### config.mk
export PLATFORM = sky130hd
export DESIGN_NAME = nts_dispatch_arbiter
export DESIGN_NICKNAME = d
export VERILOG_FILES = /design/src/rtl/nts_dispatch_pkg.sv /design/src/rtl/nts_rr_select.sv /design/src/rtl/nts_dispatch_arbiter.sv
export SDC_FILE = /design/constraint.sdc
export NUM_CORES = 1
export LEC_CHECK = 0
export ABC_AREA = 1
export BUFFER_PORTS_ARGS = -buffer_cell sky130_fd_sc_hd__buf_2
export CAP_MARGIN = 30
export CORE_ASPECT_RATIO = 0.7
export CORE_MARGIN = 4
export CORE_UTILIZATION = 50
export CTS_CLUSTER_SIZE = 30
export DETAILED_ROUTE_END_ITERATION = 12
export GPL_TIMING_DRIVEN = 0
export PLACE_DENSITY = 0.82
export SLEW_MARGIN = 20
export SYNTH_ARGS = -nofsm -noshare
export SYNTH_HDL_FRONTEND = slang
export SYNTH_SLANG_ARGS = --single-unit
### constraint.sdc
create_clock -name i_clk -period 2.3 [get_ports i_clk]
set_input_delay 0.46 -clock i_clk [delete_from_list [all_inputs] [get_ports i_clk]]
set_output_delay 0.46 -clock i_clk [all_outputs]
set_load 0.02 [all_outputs]
### src/rtl/nts_dispatch_pkg.sv
// nts dispatch arbiter shared definitions
// FSM encodings and counter/timer widths
package nts_dispatch_pkg;

  localparam int ST_W  = 3;
  localparam int TMR_W = 10;
  localparam int CNT_W = 32;

  localparam logic [ST_W-1:0] ST_IDLE    = 3'd0;
  localparam logic [ST_W-1:0] ST_GRANT   = 3'd1;
  localparam logic [ST_W-1:0] ST_RELEASE = 3'd2;
  localparam logic [ST_W-1:0] ST_WAIT    = 3'd3;
  localparam logic [ST_W-1:0] ST_DROP    = 3'd4;

endpackage

### src/rtl/nts_rr_select.sv
// round-robin picker: first set req at or after last+1
// ports: req (per-engine request), last (index), gnt (one-hot)
module nts_rr_select #(
  parameter int ENGINES = 4,
  parameter int IW = (ENGINES > 1) ? $clog2(ENGINES) : 1
) (
  input  logic [ENGINES-1:0] req,
  input  logic [IW-1:0]      last,
  output logic [ENGINES-1:0] gnt
);

  logic          found;
  logic [IW-1:0] idx;

  always_comb begin
    gnt   = '0;
    found = 1'b0;
    idx   = '0;
    for (int k = 1; k <= ENGINES; k++) begin
      idx = IW'((int'(last) + k) % ENGINES);
      if (!found && req[idx]) begin
        gnt[idx] = 1'b1;
        found    = 1'b1;
      end
    end
  end

endmodule

### src/rtl/nts_dispatch_arbiter.sv
// shares one dispatch FIFO among ENGINES nts engines
// ports: upstream FIFO view in, per-engine views out, grant, counters
module nts_dispatch_arbiter
  import nts_dispatch_pkg::*;
#(
  parameter int ENGINES = 4,
  parameter int TIMEOUT = 1023
) (
  input  logic               i_clk,
  input  logic               i_areset_n,
  input  logic               i_dispatch_packet_available,
  input  logic               i_dispatch_fifo_empty,
  input  logic [7:0]         i_dispatch_data_valid,
  input  logic [63:0]        i_dispatch_fifo_rd_data,
  output logic               o_dispatch_fifo_rd_en,
  output logic               o_dispatch_packet_read_discard,
  input  logic [ENGINES-1:0] i_engine_busy,
  input  logic [ENGINES-1:0] i_engine_fifo_rd_en,
  output logic [ENGINES-1:0] o_engine_packet_available,
  output logic [ENGINES-1:0] o_engine_fifo_empty,
  output logic [7:0]         o_engine_data_valid,
  output logic [63:0]        o_engine_fifo_rd_data,
  output logic [ENGINES-1:0] o_grant,
  output logic [31:0]        o_dispatched_count,
  output logic [31:0]        o_dropped_count
);

  localparam int IW = (ENGINES > 1) ? $clog2(ENGINES) : 1;

  logic [ST_W-1:0]    state;
  logic [ENGINES-1:0] grant;
  logic [ENGINES-1:0] rr_gnt;
  logic [ENGINES-1:0] gnt_act;
  logic [IW-1:0]      last_grant;
  logic [IW-1:0]      rr_idx;
  logic [TMR_W-1:0]   timer;
  logic [TMR_W-1:0]   timer_nxt;
  logic               rd_seen;
  logic               in_grant;
  logic               rd_fire;
  logic               can_grant;
  logic [CNT_W-1:0]   disp_cnt;
  logic [CNT_W-1:0]   drop_cnt;

  nts_rr_select #(
    .ENGINES(ENGINES),
    .IW     (IW)
  ) u_rr (
    .req (~i_engine_busy),
    .last(last_grant),
    .gnt (rr_gnt)
  );

  always_comb begin
    rr_idx = '0;
    for (int i = 0; i < ENGINES; i++)
      if (rr_gnt[i]) rr_idx = IW'(i);
  end

  assign in_grant  = (state == ST_GRANT);
  assign gnt_act   = in_grant ? grant : '0;
  assign rd_fire   = in_grant & |(i_engine_fifo_rd_en & grant);
  assign timer_nxt = timer + 1'b1;
  assign can_grant = i_dispatch_packet_available
                   & ~i_dispatch_fifo_empty
                   & |(~i_engine_busy);

  assign o_dispatch_fifo_rd_en = rd_fire;
  assign o_dispatch_packet_read_discard =
    (state == ST_RELEASE) | (state == ST_DROP);

  assign o_engine_packet_available =
    gnt_act & {ENGINES{i_dispatch_packet_available}};
  assign o_engine_fifo_empty =
    ~gnt_act | {ENGINES{i_dispatch_fifo_empty}};

  assign o_engine_data_valid   = i_dispatch_data_valid;
  assign o_engine_fifo_rd_data = i_dispatch_fifo_rd_data;

  assign o_grant            = grant;
  assign o_dispatched_count = disp_cnt;
  assign o_dropped_count    = drop_cnt;

  always_ff @(posedge i_clk or negedge i_areset_n) begin
    if (!i_areset_n) begin
      state      <= ST_IDLE;
      grant      <= '0;
      last_grant <= IW'(ENGINES - 1);
      timer      <= '0;
      rd_seen    <= 1'b0;
      disp_cnt   <= '0;
      drop_cnt   <= '0;
    end else begin
      case (state)
        ST_IDLE: begin
          if (can_grant) begin
            grant      <= rr_gnt;
            last_grant <= rr_idx;
            timer      <= '0;
            rd_seen    <= 1'b0;
            state      <= ST_GRANT;
          end
        end
        ST_GRANT: begin
          if (rd_fire) begin
            rd_seen <= 1'b1;
          end else if (!rd_seen) begin
            // timer holds cycles spent waiting for the first read
            timer <= timer_nxt;
            if (timer_nxt == TMR_W'(TIMEOUT)) begin
              state    <= ST_DROP;
              drop_cnt <= drop_cnt + 1'b1;
            end
          end else if (i_dispatch_fifo_empty) begin
            state    <= ST_RELEASE;
            disp_cnt <= disp_cnt + 1'b1;
          end
        end
        ST_RELEASE, ST_DROP: begin
          grant <= '0;
          state <= ST_WAIT;
        end
        ST_WAIT: begin
          if (!i_dispatch_packet_available) state <= ST_IDLE;
        end
        default: begin
          grant <= '0;
          state <= ST_IDLE;
        end
      endcase
    end
  end

endmodule

-- After elaboration in Yosys (flattened, before gate mapping)
Cells that the tools add are included.
W data, S select, Z words.
- flip-flop bits (word level): 84
- output and inout bits: 150
- add/sub/neg operators: 7
- $lt $le $gt $ge: 8
- equality and inequality tests: 12
- muxes and demuxes: 43
- bitwise gates (word level): 16
- reduce and logical (&&, ||, !) cells: 23
- operators with widths (kind ; count):
    $add A32 B1 Y32 const B ; 2
    $mux W10 ; 3
    $mux W4 ; 6
    $pmux W10 S2 ; 1
    $mux W3 ; 6
    $or A4 B4 Y4 ; 4
    $mux W1 ; 14
    $lt A2 B3 Y1 const B ; 4
    $pmux W3 S4 ; 1
    $reduce_and A4 Y1 ; 3
    $add A10 B1 Y10 const B ; 1
    $eq A10 B10 Y1 const B ; 1
    $ne A2 B2 Y1 const B ; 5
    $and A4 B4 Y4 ; 2
    $bmux W1 S2 ; 4
    $demux W1 S2 ; 4
    $ge A2 B1 Y1 const B ; 4
    $not A4 Y4 ; 2
    $pmux W4 S2 ; 1
    $reduce_or A4 Y1 ; 2
    $logic_and A1 B1 Y1 ; 7
    $eq A3 B2 Y1 const B ; 2
    $reduce_and A5 Y1 ; 1
    $add A2 B1 Y2 const B ; 2
    16 further kinds ; 27

-- Longest topological paths before layout
Gate-level depths: netlist (run 1).
- depth after elaboration: 16
- depth in mapped cells: 13
- mapped depth without buffers: 13

-- Cells and area by module
From an unflattened synthesis (run 1), not the netlist that was laid out.
- cell total of the unflattened synthesis: 922
- area total of the unflattened synthesis: 6283.5 µm²
- by module, submodules not included (module ; times used ; cells each ; area each (µm²) ; sequential area each (µm²)):
    nts_dispatch_arbiter ; 1 ; 847 ; 5861.9 ; 2104.5
    nts_rr_select ; 1 ; 75 ; 421.7 ; 0.0

-- Least setup slack after synthesis (run 1)
OpenSTA, ideal clock, no wires.
- path type: flip-flop to flip-flop
- start: register last_grant[0]
- end: register grant[2] (netlist: o_grant[2])
- arrival time: 1880 ps
- data required time: 2176 ps
- setup slack: 297 ps
- stages on the path, launching flop included: 10
- cell sequence: dfstp_2 > inv_1 > ha_1 > inv_1 > o21ai_0 > nor2_1 > nand2_1 > nor2_1 > o21ai_1 > nand2_1
- cells in the longest elaborated chain, start to end: 15
- ends and longest elaborated chain (element ; RTL line ; text):
    start, declared ; nts_dispatch_arbiter.sv:34 ; logic [IW-1:0] last_grant;
    start signal, assigned ; nts_dispatch_arbiter.sv:88 ; last_grant <= IW'(ENGINES - 1);
    start signal, assigned ; nts_dispatch_arbiter.sv:98 ; last_grant <= rr_idx;
    parallel branches: the longest is 12 deep, another holds $lt A2 B3 Y1 ; - ;
    $mux W4 (*) ; nts_rr_select.sv:21 ; if (!found && req[idx]) begin
    $mux W4 (*) ; nts_dispatch_arbiter.sv:96 ; if (can_grant) begin
    $pmux W4 S2 (*) ; nts_dispatch_arbiter.sv:94 ; case (state)
    end signal, assigned ; nts_dispatch_arbiter.sv:97 ; grant <= rr_gnt;
    end, declared ; nts_dispatch_arbiter.sv:31 ; logic [ENGINES-1:0] grant;
Every way passes the cells marked *. The select of a mux whose other input is x is not followed.
A chain may end at the register's enable or synchronous reset.

-- Final worst setup path (run 1)
- start: register state[2]
- end: output port o_dispatch_fifo_rd_en
- cells in the longest elaborated chain, start to end: 2
- ends and longest elaborated chain (element ; RTL line ; text):
    start, declared ; nts_dispatch_arbiter.sv:30 ; logic [ST_W-1:0] state;
    start signal, assigned ; nts_dispatch_arbiter.sv:86 ; state <= ST_IDLE;
    start signal, assigned ; nts_dispatch_arbiter.sv:101 ; state <= ST_GRANT;
    start signal, assigned ; nts_dispatch_arbiter.sv:111 ; state <= ST_DROP;
    $eq A3 B1 Y1 ; nts_dispatch_arbiter.sv:60 ; assign in_grant = (state == ST_GRANT);
    $and A1 B1 Y1 ; nts_dispatch_arbiter.sv:62 ; assign rd_fire = in_grant & |(i_engine_fifo_rd_en & grant);
    end, declared ; nts_dispatch_arbiter.sv:15 ; output logic o_dispatch_fifo_rd_en,
Every way passes these cells.

==> results of run 1 <==
-- cell type report --
type                       count  area (sq um)  area share (%)
clock buffer                   9         225.2           3.032
buffer                        79         593.1           7.985
tap                          157         196.4           2.645
clock inverter                 7         82.58           1.112
multi-input combinational    570          3020           40.67
timing repair buffer         165         870.8           11.73
sequential                    84          2106           28.35
inverter                      88         332.8           4.481
-- cell usage in the layout (no fill, tap or decap), types with 13 or more instances in the layout --
cell type                 netlist  routed
sky130_fd_sc_hd__buf_4         73      76
sky130_fd_sc_hd__inv_1         81      81
sky130_fd_sc_hd__nor2_1        79      76
sky130_fd_sc_hd__xnor2_1       22      22
sky130_fd_sc_hd__xor2_1        27      27
sky130_fd_sc_hd__nand3_1       55      55
sky130_fd_sc_hd__buf_2          2     162
sky130_fd_sc_hd__o21ai_0       28      27
sky130_fd_sc_hd__nand3_2       13      13
sky130_fd_sc_hd__nand2_1      228     228
sky130_fd_sc_hd__dfrtp_1       82      81
sky130_fd_sc_hd__nand4_1       34      34
sky130_fd_sc_hd__nor3_1        26      26
-- sequential cells by signal, indices dropped and copies added, names as in the netlist --
name	count
timer	10
o_grant	4
last_grant	2
o_dispatched_count	32
state	3
o_dropped_count	32
rd_seen	1
-- power groups by stage --
stage               Clock [W]  Combinational, W  Sequential (W)
finish                0.00151           0.00282         0.00214
global route          0.00161           0.00310         0.00219
floorplan                   0           0.00177         0.00227
CTS                   0.00153           0.00271         0.00213
global placement            0           0.00264         0.00215
detailed placement          0           0.00271         0.00215
-- kinds of logic (layout without fill, tap and decap cells) --
kind of cell | count (synthesis) | after routing | share of synthesized area [%]
xor gates and xnor gates | 49 | 49 | 7.116
buffers and inverters | 168 | 348 | 15.35
DFF | 84 | 84 | 34.90
adders and majority gates | 9 | 9 | 1.867
and+or+nand+nor | 471 | 471 | 37.12
AOI/OAI and AO/OA | 41 | 41 | 3.651
-- routing by layer --
layer  routed length (microns)  part of all wire (%)
met1                      7584                    47
met2                      7046                    43
met5                         0                     0
met4                       134                  0.82
met3                      1480                   9.1
-- synth_stat cells (5+ instances only) --
cell                       number  share of area [%]
sky130_fd_sc_hd__o21ai_0       28                2.3
sky130_fd_sc_hd__inv_2          6               0.37
sky130_fd_sc_hd__inv_1         81                5.0
sky130_fd_sc_hd__nand2_1      228                 14
sky130_fd_sc_hd__nand3b_1      11                1.4
sky130_fd_sc_hd__xnor2_1       22                3.2
sky130_fd_sc_hd__o22ai_1        5               0.52
sky130_fd_sc_hd__nand3_1       55                4.6
sky130_fd_sc_hd__buf_4         73                9.1
sky130_fd_sc_hd__dfrtp_1       82                 34
sky130_fd_sc_hd__ha_1           9                1.9
sky130_fd_sc_hd__nand4_1       34                3.5
sky130_fd_sc_hd__nand3_2       13                2.2
sky130_fd_sc_hd__xor2_1        27                3.9
sky130_fd_sc_hd__nor3_1        26                2.2
sky130_fd_sc_hd__nor2_1        79                4.9
-- final timing paths --
kind                                              endpoint  slack, ns
max in group asynchronous        last_grant[1]$_DFFE_PN1P_       1.57
setup / recovery                     o_dispatch_fifo_rd_en       0.14
setup reg to reg                    o_grant[2]$_DFFE_PN0P_       0.20
min in group i_clk                    state[1]$_DFFE_PN0P_       0.50
hold / removal              o_dropped_count[8]$_DFFE_PN0P_       0.07
hold reg to reg            o_dropped_count[31]$_DFFE_PN0P_       0.51
-- metrics by stage --
step / cells / TNS, ns / power (W) / area (sq um)
2_1_floorplan: 822 / 0 / 0.004040 / 6031
3_3_place_gp: 1140 / -0.02514 / 0.004783 / 7033
3_5_place_dp: 1141 / -0.2087 / 0.004860 / 7063
4_1_cts: 1156 / 0 / 0.006372 / 7367
5_1_grt: 1159 / -0.01380 / 0.006903 / 7427
6_report: 1159 / 0 / 0.006461 / 7427
-- what timing repair did --
| item | in CTS | in global routing |
|---|---|---|
| setup buffers | 0 | 3 |
| pin swaps | 0 | 4 |
| setup endpoints to repair | 11 | 40 |
| resized for setup | 1 | 11 |
==> reports/summary.json, run 1 <==
{
  "outcome": {"value": "finished clean"},
  "final_hold_viol_count": {"value": 0},
  "crit_fanout": {"value": 10},
  "insertedDiodeCount": {"value": 0},
  "floorplan.initialDensity": {"value": 51.25, "unit": "%"},
  "grt_overflow_total": {"value": 0},
  "timing.critical_path.depth": {"value": 6},
  "max_stage_delay": {"value": 0.44, "unit": "ns"},
  "combPwrFrac": {"value": 43.6, "unit": "%"},
  "gr-max-usage-layer": {"value": "met1"},
  "groute.layer.met1.usage": {"value": 34.46, "unit": "%"},
  "synth.yosys.warnings": {"value": 0},
  "insertion_delay": {"value": 0.35, "unit": "ns"},
  "cellInternalPower": {"value": 0.003529, "unit": "W"},
  "ctsHtreeMaxLevel": {"value": 3},
  "numClockSinks": {"value": 84},
  "route.vias.total": {"value": 5926},
  "detail_route.first_pass.iterations": {"value": 5},
  "area.growth.synth_to_final": {"value": 23.15, "unit": "%"},
  "clock_skew": {"value": 0.007904, "unit": "ns"},
  "cts.hold.buffers_added": {"value": 0},
  "post_synth_inst_count": {"value": 822},
  "io_pins": {"value": 234},
  "tightestPinTransition": {"value": 0.6534, "unit": "ns"},
  "reg2reg_from": {"value": "last_grant[0]$_DFFE_PN1P_"},
  "final_critical_path_setup_slack": {"value": 0.1403, "unit": "ns"},
  "cts-root-buf": {"value": "sky130_fd_sc_hd__clkbuf_16"},
  "worstHoldPathType": {"value": "in2async"},
  "die_area": {"value": 13910, "unit": "sq um"},
  "syn_nets": {"value": 915},
  "number_of_distinct_library_cell_variants_in_the_gate_level_netlist_after_synthesis": {"value": 39},
  "post-route-period-util": {"value": 93.90, "unit": "%"},
  "horizontal_extent_of_the_die": {"value": 139.3, "unit": "microns"},
  "gp_congestion": {"value": 0.9657},
  "crit_path_start_kind": {"value": "flip-flop"},
  "synth_sequential_area_ratio": {"value": 34.90, "unit": "%"},
  "grt_max_degree": {"value": 52},
  "placement.io_buffers": {"value": 161},
  "synth_area_per_cell": {"value": 7.337, "unit": "sq um"},
  "gr-usage-met3": {"value": 6.476, "unit": "%"},
  "crit_buf_inv": {"value": 3},
  "critical_path_required": {"value": 1.84, "unit": "ns"},
  "grt_use_met2": {"value": 33.48, "unit": "%"},
  "part_of_the_total_power_dissipated_in_sequential_elements": {"value": 33.1, "unit": "%"},
  "final.min_clock_period": {"value": 2.160, "unit": "ns"},
  "clock_transition_at_the_registers_of_the_reported_paths": {"value": 0.07, "unit": "ns"},
  "f_max": {"value": 0.4630, "unit": "GHz"},
  "cpMostUsedCell": {"value": "sky130_fd_sc_hd__inv_2"},
  "crit_chain": {"value": "nor2_2, inv_2, nor2_8, inv_2, nor2_1, buf_2"},
  "grt_util_all_layers": {"value": 23.01, "unit": "%"},
  "drc_violations_left": {"value": 0},
  "final_core_util": {"value": 63.12, "unit": "%"},
  "synth_edf_count": {"value": 0},
  "dp_hpwl": {"value": 12.87, "unit": "mm"},
  "tritoncts": {"value": "done"},
  "grt_first_pass_wirelength": {"value": 26.31, "unit": "mm"},
  "slew-limit-headroom": {"value": 56.28, "unit": "%"},
  "crit_slowest_cell": {"value": "sky130_fd_sc_hd__dfrtp_1"},
  "holdWs": {"value": 0.06523, "unit": "ns"},
  "ir_worst_vdd": {"value": 0.0004916, "unit": "V"},
  "crit_path_start": {"value": "state[2]$_DFFE_PN0P_"},
  "vias_per_cell": {"value": 5.113},
  "sw_frac_of_total": {"value": 45.37, "unit": "%"},
  "yosys_register_bits": {"value": 84},
  "placement.setup.worst_slack": {"value": -0.06698, "unit": "ns"},
  "drt-total-wl": {"value": 16.25, "unit": "mm"},
  "crit_type": {"value": "reg2out"},
  "max_cap_violations": {"value": 0},
  "netSwitchingPower": {"value": 0.002932, "unit": "W"},
  "post_synth_instance_area": {"value": 6031, "unit": "sq um"},
  "cp_data_arrival_time": {"value": 1.70, "unit": "ns"},
  "synth-main-ff-cell": {"value": "sky130_fd_sc_hd__dfrtp_1"},
  "count_of_nets_after_finishing": {"value": 1090},
  "core_region_area": {"value": 11770, "unit": "sq um"},
  "tritoncts.num_buffers": {"value": 9},
  "grt_antenna_before_repair": {"value": 0},
  "final_antenna_net_count": {"value": 0},
  "finalSetupViolations": {"value": 0},
  "timing.critical_path.max_delay_family": {"value": "simple AND/OR/NAND/NOR gates"},
  "p_per_area": {"value": 869.9, "unit": "nW/um^2"},
  "clk_path_buf_depth": {"value": 2},
  "chipHeight": {"value": 99.89, "unit": "microns"},
  "std_cell_rows": {"value": 33},
  "clock_power_share": {"value": 23.3, "unit": "%"},
  "lkg_pwr": {"value": 3.852, "unit": "nW"},
  "final-max-slew-violation-count": {"value": 0},
  "wl_per_cell": {"value": 14.02, "unit": "microns"},
  "filler_cell_count": {"value": 1050},
  "synth_async_sr_flop_share": {"value": 100.0, "unit": "%"},
  "final_layout_size_suffix_gt1_share": {"value": 30.64, "unit": "%"},
  "number_of_drc_violations_after_detailed_routing_iteration_0": {"value": 425},
  "critPathCaptureType": {"value": "output pin"},
  "first_global_vias": {"value": 5333},
  "timing.reg2reg.worst_path_depth": {"value": 10}
}
Note: power is estimated with default switching activity, not from simulation.
==> run 2, diff against run 1 <==
Settings changed: ABC_AREA 1 to not set, CORE_UTILIZATION 50 to 47, PLACE_DENSITY 0.82 to 0.81.
==> run 2 against run 1 <==
Compared with the run above: the run now ends with setup timing left; register-to-register slack got worse by 0.31 ns; highest routed layer unchanged; worst hold slack improved by 0.094 ns; critical endpoint is now o_dispatched_count[23]$_DFFE_PN0P_; die area decreased by 11%; via count is 24% lower; count of clock-buffer cells in the layout rose by 1; sequential power decreased by 14%; first-iteration DRC count fell by 52%.
==> reports/summary.json, run 2 <==
{
  "grt_max_degree": {"value": 54, "change": "+3.8%"},
  "detail_route.first_pass.iterations": {"value": 5, "change": "unchanged"},
  "synth-compound-area-share": {"value": 7.052, "unit": "%", "change": "+3.4 points"},
  "grt_first_pass_wirelength": {"value": 21.07, "unit": "mm", "change": "-20%"},
  "synth.largest_area_cell": {"value": "sky130_fd_sc_hd__dfrtp_1"},
  "post_synth_instance_area": {"value": 5021, "unit": "sq um", "change": "-17%"},
  "drt-total-wl": {"value": 13.28, "unit": "mm", "change": "-18%"},
  "syn_nets": {"value": 615, "change": "-33%"},
  "horizontal_extent_of_the_die": {"value": 131.5, "unit": "microns", "change": "-5.6%"},
  "muxShareOfSynthArea": {"value": 2.666, "unit": "%", "change": "+2.7 points"},
  "drc_violations_left": {"value": 0, "change": "unchanged"},
  "ctsHtreeMaxLevel": {"value": 3, "change": "unchanged"},
  "cp_data_arrival_time": {"value": 2.64, "unit": "ns", "change": "+0.94 ns"},
  "holdWs": {"value": 0.1594, "unit": "ns", "change": "+0.09412 ns"},
  "groute.layer.met1.usage": {"value": 27.45, "unit": "%", "change": "-7.0 points"},
  "crit_path_start_kind": {"value": "flip-flop"},
  "final_hold_viol_count": {"value": 0, "change": "unchanged"},
  "post_synth_inst_count": {"value": 522, "change": "-36%"},
  "fin_area": {"value": 6645, "unit": "sq um", "change": "-11%"},
  "first_global_vias": {"value": 4361, "change": "-18%"},
  "numClockSinks": {"value": 84, "change": "unchanged"},
  "crit_type": {"value": "reg2reg"},
  "post-route-period-util": {"value": 104.9, "unit": "%", "change": "+11 points"},
  "final.min_clock_period": {"value": 2.412, "unit": "ns", "change": "+0.2527 ns"},
  "filler_cell_count": {"value": 860, "change": "-18%"},
  "dpl-instance-area": {"value": 6028, "unit": "sq um", "change": "-15%"},
  "insertion_delay": {"value": 0.34, "unit": "ns", "change": "about the same"},
  "total_chip_power": {"value": 0.005324, "unit": "W", "change": "-18%"},
  "number_of_drc_violations_after_detailed_routing_iteration_0": {"value": 206, "change": "-52%"},
  "tritoncts.num_buffers": {"value": 9, "change": "unchanged"},
  "route.vias.total": {"value": 4492, "change": "-24%"},
  "clock_skew": {"value": 0.01071, "unit": "ns", "change": "+0.002809 ns"},
  "crit_path_start": {"value": "state[2]$_DFFE_PN0P_"},
  "critPathCaptureType": {"value": "flip-flop"},
  "area.growth.synth_to_final": {"value": 32.34, "unit": "%"},
  "synth_area_per_cell": {"value": 9.619, "unit": "sq um", "change": "+31%"},
  "crit_slowest_cell": {"value": "sky130_fd_sc_hd__or4_4"},
  "cpMostUsedCell": {"value": "sky130_fd_sc_hd__or4_4"},
  "synth-main-ff-cell": {"value": "sky130_fd_sc_hd__dfrtp_1"},
  "synth_top_area_share": {"value": 40.87, "unit": "%", "change": "+6.8 points"},
  "finalSetupViolations": {"value": 10, "change": "+10"},
  "synth_commonest_cells": {"value": "sky130_fd_sc_hd__dfrtp_1 (82), sky130_fd_sc_hd__buf_4 (72), sky130_fd_sc_hd__nand2_1 (42), sky130_fd_sc_hd__xnor2_1 (37), sky130_fd_sc_hd__nand3_1 (31)"},
  "critical_path_required": {"value": 2.52, "unit": "ns", "change": "+0.68 ns"},
  "outcome": {"value": "finished, violations left"},
  "synthesized_area_fraction_occupied_by_adder_cells": {"value": 2.243, "unit": "%", "change": "+0.38 points"},
  "f_max": {"value": 0.4145, "unit": "GHz", "change": "-10%"},
  "gr-usage-met3": {"value": 5.272, "unit": "%", "change": "-1.2 points"},
  "yosys_register_bits": {"value": 84, "change": "unchanged"},
  "count_of_nets_after_finishing": {"value": 803, "change": "-26%"},
  "max_cap_violations": {"value": 0, "change": "unchanged"},
  "grt_antenna_before_repair": {"value": 0, "change": "unchanged"},
  "mostFrequentLayoutCells": {"value": "sky130_fd_sc_hd__buf_2 (160), sky130_fd_sc_hd__buf_4 (95), sky130_fd_sc_hd__dfrtp_1 (77)"},
  "totalNegativeSetupSlack": {"value": -0.5266, "unit": "ns", "change": "-0.5266 ns"},
  "ir_worst_vdd": {"value": 0.0008606, "unit": "V", "change": "+75%"},
  "worstHoldPathType": {"value": "in2async"},
  "io_pins": {"value": 234, "change": "unchanged"},
  "slew-limit-headroom": {"value": 53.75, "unit": "%", "change": "-2.5 points"},
  "synth.yosys.warnings": {"value": 0, "change": "unchanged"},
  "max_stage_delay": {"value": 0.54, "unit": "ns", "change": "+0.10 ns"},
  "timing.reg2reg.worst_path_depth": {"value": 7, "change": "-3"},
  "floorplan.initialDensity": {"value": 48.30, "unit": "%", "change": "-2.9 points"},
  "gr-max-usage-layer": {"value": "met2"},
  "insertedDiodeCount": {"value": 0, "change": "unchanged"},
  "cts-root-buf": {"value": "sky130_fd_sc_hd__clkbuf_16"},
  "rsz0062_at_grt": {"value": "yes"},
  "cts.hold.buffers_added": {"value": 0, "change": "unchanged"},
  "tightestPinTransition": {"value": 0.6938, "unit": "ns", "change": "+0.04040 ns"},
  "synth_edf_count": {"value": 0, "change": "unchanged"},
  "synth_async_sr_flop_share": {"value": 100.0, "unit": "%", "change": "unchanged"},
  "clock_transition_at_the_registers_of_the_reported_paths": {"value": 0.06, "unit": "ns", "change": "about the same"},
  "placement.io_buffers": {"value": 161, "change": "unchanged"},
  "grt_util_all_layers": {"value": 20.25, "unit": "%", "change": "-2.8 points"},
  "std_cell_rows": {"value": 31, "change": "-6.1%"},
  "synth_sequential_area_ratio": {"value": 41.91, "unit": "%", "change": "+7.0 points"},
  "final_antenna_net_count": {"value": 0, "change": "unchanged"},
  "final_core_util": {"value": 63.93, "unit": "%", "change": "+0.81 points"},
  "grt_use_met2": {"value": 33.23, "unit": "%", "change": "-0.25 points"},
  "grt_overflow_total": {"value": 0, "change": "unchanged"},
  "lkg_pwr": {"value": 3.488, "unit": "nW", "change": "-9.4%"},
  "p_per_area": {"value": 801.2, "unit": "nW/um^2", "change": "-7.9%"},
  "crit_chain": {"value": "buf_6, or3b_1, or4_4, or4_4, nor2_4, nand4_1, xnor2_1"},
  "failing_checks": {"value": "setup timing"},
  "post_synth_and_or_nand_nor_area_fraction": {"value": 21.78, "unit": "%", "change": "-15 points"},
  "synth_top_family_by_area": {"value": "simple AND/OR/NAND/NOR gates"},
  "clk_path_buf_depth": {"value": 2, "change": "unchanged"},
  "wl_per_cell": {"value": 15.68, "unit": "microns", "change": "+12%"},
  "final_layout_size_suffix_gt1_share": {"value": 45.87, "unit": "%", "change": "+15 points"},
  "reg2reg_from": {"value": "state[2]$_DFFE_PN0P_"},
  "vias_per_cell": {"value": 5.303, "change": "+3.7%"},
  "chipHeight": {"value": 94.48, "unit": "microns", "change": "-5.4%"},
  "number_of_distinct_library_cell_variants_in_the_gate_level_netlist_after_synthesis": {"value": 54, "change": "+38%"},
  "core_region_area": {"value": 10400, "unit": "sq um", "change": "-12%"},
  "layout.cells.most_common": {"value": "sky130_fd_sc_hd__buf_2"},
  "final_critical_path_setup_slack": {"value": -0.1124, "unit": "ns", "change": "-0.2527 ns"},
  "dp_hpwl": {"value": 9.753, "unit": "mm", "change": "-24%"},
  "regToRegSetupSlack": {"value": -0.11, "unit": "ns", "change": "-0.31 ns"},
  "crit_fanout": {"value": 5, "change": "-5"},
  "gp_congestion": {"value": 0.9065, "change": "-6.1%"},
  "synth.area.top_cells": {"value": "sky130_fd_sc_hd__dfrtp_1 (41%), sky130_fd_sc_hd__buf_4 (11%), sky130_fd_sc_hd__xnor2_1 (6.5%)"},
  "worst_r2r_endpoint": {"value": "o_dispatched_count[23]$_DFFE_PN0P_"},
  "die_area": {"value": 12430, "unit": "sq um", "change": "-11%"},
  "final-max-slew-violation-count": {"value": 0, "change": "unchanged"},
  "tritoncts": {"value": "done"},
  "yosys.area_share.xor_xnor": {"value": 10.99, "unit": "%", "change": "+3.9 points"},
  "synthMostInstantiatedCell": {"value": "sky130_fd_sc_hd__dfrtp_1"}
}
run 2: cell count changes after synthesis, moves of 10 or more:
cell,before,now
sky130_fd_sc_hd__inv_1,81,13
sky130_fd_sc_hd__xnor2_1,22,37
sky130_fd_sc_hd__nand2_1,228,42
sky130_fd_sc_hd__and3_1,3,19
sky130_fd_sc_hd__nand3_2,13,0
sky130_fd_sc_hd__nand4_1,34,24
sky130_fd_sc_hd__nor2_1,79,23
sky130_fd_sc_hd__nand3_1,55,31
run 2: metal layers:
layer	up-vias	share of wire (%)
met3	15	7.3
met2	181	49
met5	-	0
li1	2129	-
met4	0	0.84
met1	2167	43
run 2: cells by family (layout without fill, tap and decap cells):
kind of cell | Yosys count | after routing
adder cells (fa/ha/maj) | 9 | 9
AND/OR/NAND/NOR | 203 | 203
XOR/XNOR | 63 | 63
flip-flops | 84 | 84
AO/OA/AOI/OAI | 56 | 56
multiplexers | 8 | 8
buffers and inverters | 99 | 292
run 2: report_power, final:
group / total [W] / switching (W) / internal, W
registers: 0.00183 / 0.000208 / 0.00162
logic: 0.00206 / 0.00117 / 0.000886
clock network: 0.00144 / 0.000594 / 0.000842
run 2: stage by stage:
| step | setup slack, ns | instances |
|---|---|---|
| 2_1_floorplan | 0.02203 | 522 |
| 3_3_place_gp | -0.2856 | 815 |
| 3_5_place_dp | -0.3366 | 816 |
| 4_1_cts | -0.1158 | 844 |
| 5_1_grt | -0.1861 | 847 |
| 6_report | -0.1124 | 847 |
run 2: critical path, delay by kind of cell, from the launching register on:
family / cells / cell delay, ns
flops: 1 / 0.38
simple gates: 5 / 1.65
buf+inv: 1 / 0.13
xor+xnor: 1 / 0.15
run 2: layout make-up:
type | instances | area (sq um) | share of cell area (%)
plain buffers | 81 | 601.8 | 9.057
well taps | 132 | 165.2 | 2.485
multi-input cells | 339 | 2441 | 36.74
inverters | 13 | 48.80 | 0.7343
clock inverters | 6 | 63.81 | 0.9603
repair buffers | 182 | 984.7 | 14.82
flip-flops and latches | 84 | 2111 | 31.76
clock buffers | 10 | 229.0 | 3.446
run 2: worst max path at each step:
stage / to / slack, ns / cells after the start
3_5_place_dp: o_dropped_count[8]$_DFFE_PN0P_ / -0.34 / 9
2_1_floorplan: last_grant[0]$_DFFE_PN1P_ / 0.02 / 8
4_1_cts: o_dispatched_count[23]$_DFFE_PN0P_ / -0.12 / 7
6_report: o_dispatched_count[23]$_DFFE_PN0P_ / -0.11 / 7
5_1_grt: o_dispatched_count[23]$_DFFE_PN0P_ / -0.19 / 7
3_3_place_gp: o_dropped_count[8]$_DFFE_PN0P_ / -0.29 / 9
run 2: timing repair:
action / in CTS / in global routing
pin swaps: 6 / 5
setup buffers: 13 / 7
endpoints found under the setup margin: 54 / 55
gates resized for setup: 24 / 30
==> run 3, diff against run 2 <==
Settings changed: SKIP_CTS_REPAIR_TIMING set to 1.
==> run 3 against run 2 <==
Compared with the run above: critical endpoint unchanged; power rose by 0.26%; utilization barely moved; combinational power barely moved; the run still ends with setup timing left; sequential power barely moved; highest routed layer unchanged; cell count fell by 0.24%; clock power barely moved.
==> reports/summary.json, run 3 (synthesis gave the netlist of run 2 again) <==
{
  "cpMostUsedCell": {"value": "sky130_fd_sc_hd__or4_4"},
  "grt_max_degree": {"value": 54, "change": "unchanged"},
  "crit_path_start": {"value": "state[1]$_DFFE_PN0P_"},
  "final_hold_viol_count": {"value": 0, "change": "unchanged"},
  "grt_overflow_total": {"value": 0, "change": "unchanged"},
  "vias_per_cell": {"value": 5.320, "change": "+0.30%"},
  "dpl.cell_count": {"value": 816, "change": "unchanged"},
  "crit_fanout": {"value": 9, "change": "+4"},
  "detail_route.first_pass.iterations": {"value": 5, "change": "unchanged"},
  "max_cap_violations": {"value": 0, "change": "unchanged"},
  "grt_util_all_layers": {"value": 19.69, "unit": "%", "change": "-0.55 points"},
  "crit_type": {"value": "reg2reg"},
  "die_area": {"value": 12430, "unit": "sq um", "change": "unchanged"},
  "clock_transition_at_the_registers_of_the_reported_paths": {"value": 0.07, "unit": "ns", "change": "about the same"},
  "rsz0062_at_grt": {"value": "yes"},
  "route.vias.total": {"value": 4495, "change": "+0.067%"},
  "crit_chain": {"value": "buf_8, or3b_1, or4_4, or4_4, nor2_4, nand4_1, xnor2_1"},
  "total_chip_power": {"value": 0.005337, "unit": "W", "change": "+0.26%"},
  "p_per_area": {"value": 803.5, "unit": "nW/um^2", "change": "+0.29%"},
  "lkg_pwr": {"value": 3.482, "unit": "nW", "change": "-0.20%"},
  "core_region_area": {"value": 10400, "unit": "sq um", "change": "unchanged"},
  "first_global_vias": {"value": 4244, "change": "-2.7%"},
  "insertedDiodeCount": {"value": 0, "change": "unchanged"},
  "placement.io_buffers": {"value": 161, "change": "unchanged"},
  "final_critical_path_setup_slack": {"value": -0.1224, "unit": "ns", "change": "-0.01005 ns"},
  "cp_data_arrival_time": {"value": 2.64, "unit": "ns", "change": "about the same"},
  "holdWs": {"value": 0.1588, "unit": "ns", "change": "-0.0005520 ns"},
  "post-route-period-util": {"value": 105.3, "unit": "%", "change": "+0.44 points"},
  "failing_checks": {"value": "setup timing"},
  "final_antenna_net_count": {"value": 0, "change": "unchanged"},
  "crit_buf_inv": {"value": 1, "change": "unchanged"},
  "io_pins": {"value": 234, "change": "unchanged"},
  "finalSetupViolations": {"value": 13, "change": "+3"},
  "horizontal_extent_of_the_die": {"value": 131.5, "unit": "microns", "change": "unchanged"},
  "crit_path_start_kind": {"value": "flip-flop"},
  "final_layout_size_suffix_gt1_share": {"value": 46.14, "unit": "%", "change": "+0.27 points"},
  "mostFrequentLayoutCells": {"value": "sky130_fd_sc_hd__buf_2 (161), sky130_fd_sc_hd__buf_4 (87), sky130_fd_sc_hd__dfrtp_1 (78)"},
  "drc_violations_left": {"value": 0, "change": "unchanged"},
  "tritoncts": {"value": "done"},
  "chipHeight": {"value": 94.48, "unit": "microns", "change": "unchanged"},
  "drt-total-wl": {"value": 13.22, "unit": "mm", "change": "-0.47%"},
  "std_cell_rows": {"value": 31, "change": "unchanged"},
  "placement.setup.worst_slack": {"value": -0.3366, "unit": "ns", "change": "unchanged"},
  "number_of_drc_violations_after_detailed_routing_iteration_0": {"value": 213, "change": "+3.4%"},
  "max_stage_delay": {"value": 0.54, "unit": "ns", "change": "about the same"},
  "crit_slowest_cell": {"value": "sky130_fd_sc_hd__or4_4"},
  "area.growth.synth_to_final": {"value": 32.30, "unit": "%", "change": "about the same"},
  "tritoncts.num_buffers": {"value": 9, "change": "unchanged"},
  "floorplan.initialDensity": {"value": 48.30, "unit": "%", "change": "unchanged"},
  "tightestPinTransition": {"value": 0.6949, "unit": "ns", "change": "+0.001073 ns"},
  "reg2reg_from": {"value": "state[1]$_DFFE_PN0P_"},
  "timing.critical_path.max_delay_family": {"value": "simple AND/OR/NAND/NOR gates"},
  "outcome": {"value": "finished, violations left"},
  "dp_hpwl": {"value": 9.753, "unit": "mm", "change": "unchanged"},
  "gp_congestion": {"value": 0.9065, "change": "unchanged"},
  "clk_path_buf_depth": {"value": 2, "change": "unchanged"},
  "clock_skew": {"value": 0.01318, "unit": "ns", "change": "+0.002471 ns"},
  "slew-limit-headroom": {"value": 53.68, "unit": "%", "change": "-0.072 points"},
  "f_max": {"value": 0.4128, "unit": "GHz", "change": "-0.41%"},
  "count_of_nets_after_finishing": {"value": 801, "change": "-0.25%"},
  "ir_worst_vdd": {"value": 0.0008520, "unit": "V", "change": "-1.0%"},
  "grt_antenna_before_repair": {"value": 0, "change": "unchanged"},
  "worstHoldPathType": {"value": "in2async"},
  "instances_no_fill": {"value": 845, "change": "-0.24%"},
  "critical_path_required": {"value": 2.52, "unit": "ns", "change": "about the same"},
  "numClockSinks": {"value": 84, "change": "unchanged"},
  "final-max-slew-violation-count": {"value": 0, "change": "unchanged"},
  "insertion_delay": {"value": 0.34, "unit": "ns", "change": "about the same"},
  "layout.cells.most_common": {"value": "sky130_fd_sc_hd__buf_2"},
  "critPathCaptureType": {"value": "flip-flop"},
  "cts-root-buf": {"value": "sky130_fd_sc_hd__clkbuf_16"},
  "wl_per_cell": {"value": 15.64, "unit": "microns", "change": "-0.23%"},
  "final.min_clock_period": {"value": 2.422, "unit": "ns", "change": "+0.01005 ns"},
  "final_core_util": {"value": 63.90, "unit": "%", "change": "about the same"},
  "ctsHtreeMaxLevel": {"value": 3, "change": "unchanged"},
  "grt_first_pass_wirelength": {"value": 20.53, "unit": "mm", "change": "-2.6%"}
}
## run 3: path summary, 6_finish.rpt
| check | slack [ns] | end | depth (start not counted) |
|---|---|---|---|
| max | -0.12 | o_dispatched_count[23]$_DFFE_PN0P_ | 7 |
| min | 0.16 | o_dropped_count[11]$_DFFE_PN0P_ | 1 |
| max reg2reg | -0.12 | o_dispatched_count[23]$_DFFE_PN0P_ | 7 |
| min reg2reg | 0.48 | o_dispatched_count[13]$_DFFE_PN0P_ | 1 |
| max in group asynchronous | 1.45 | last_grant[1]$_DFFE_PN1P_ | 2 |
| min in group i_clk | 0.48 | o_dispatched_count[13]$_DFFE_PN0P_ | 1 |
## run 3: metal layers
metal / global-route usage, % / up-vias / share of wire (%)
met5: 0 / - / 0
met4: 3.671 / 0 / 0.73
met3: 5.378 / 12 / 6.8
met2: 31.90 / 182 / 49
met1: 27.04 / 2175 / 44
li1: - / 2126 / -
## run 3: cell type report
type	count	area, sq um
timing repair buffer	179	975.9
sequential	84	2110
multi-input combinational	339	2430
tap	132	165.2
clock inverter	6	63.81
fill	864	3752
clock buffer	10	229.0
buffer	82	620.6
inverter	13	48.80
## run 3: worst reg2reg max path, delay by kind of cell (launching register included)
kind | cells | cell delay, ns
xor gates and xnor gates | 1 | 0.15
buffers and inverters | 1 | 0.14
DFF | 1 | 0.40
and+or+nand+nor | 5 | 1.62
## run 3: stage by stage
step                      setup TNS, ns  instance area [sq um]
final                           -0.7258                   6643
after floorplan                       0                   5035
after global placement           -6.464                   6006
after CTS                        -10.84                   6321
after detailed placement         -8.808                   6028
after global routing             -2.567                   6643
## run 3: power by group
part	total [W]	switching (W)	internal, W
logic	0.00209	0.00117	0.000921
registers	0.00181	0.000183	0.00162
clock network	0.00144	0.000599	0.000842
total	0.00534	0.00195	0.00339
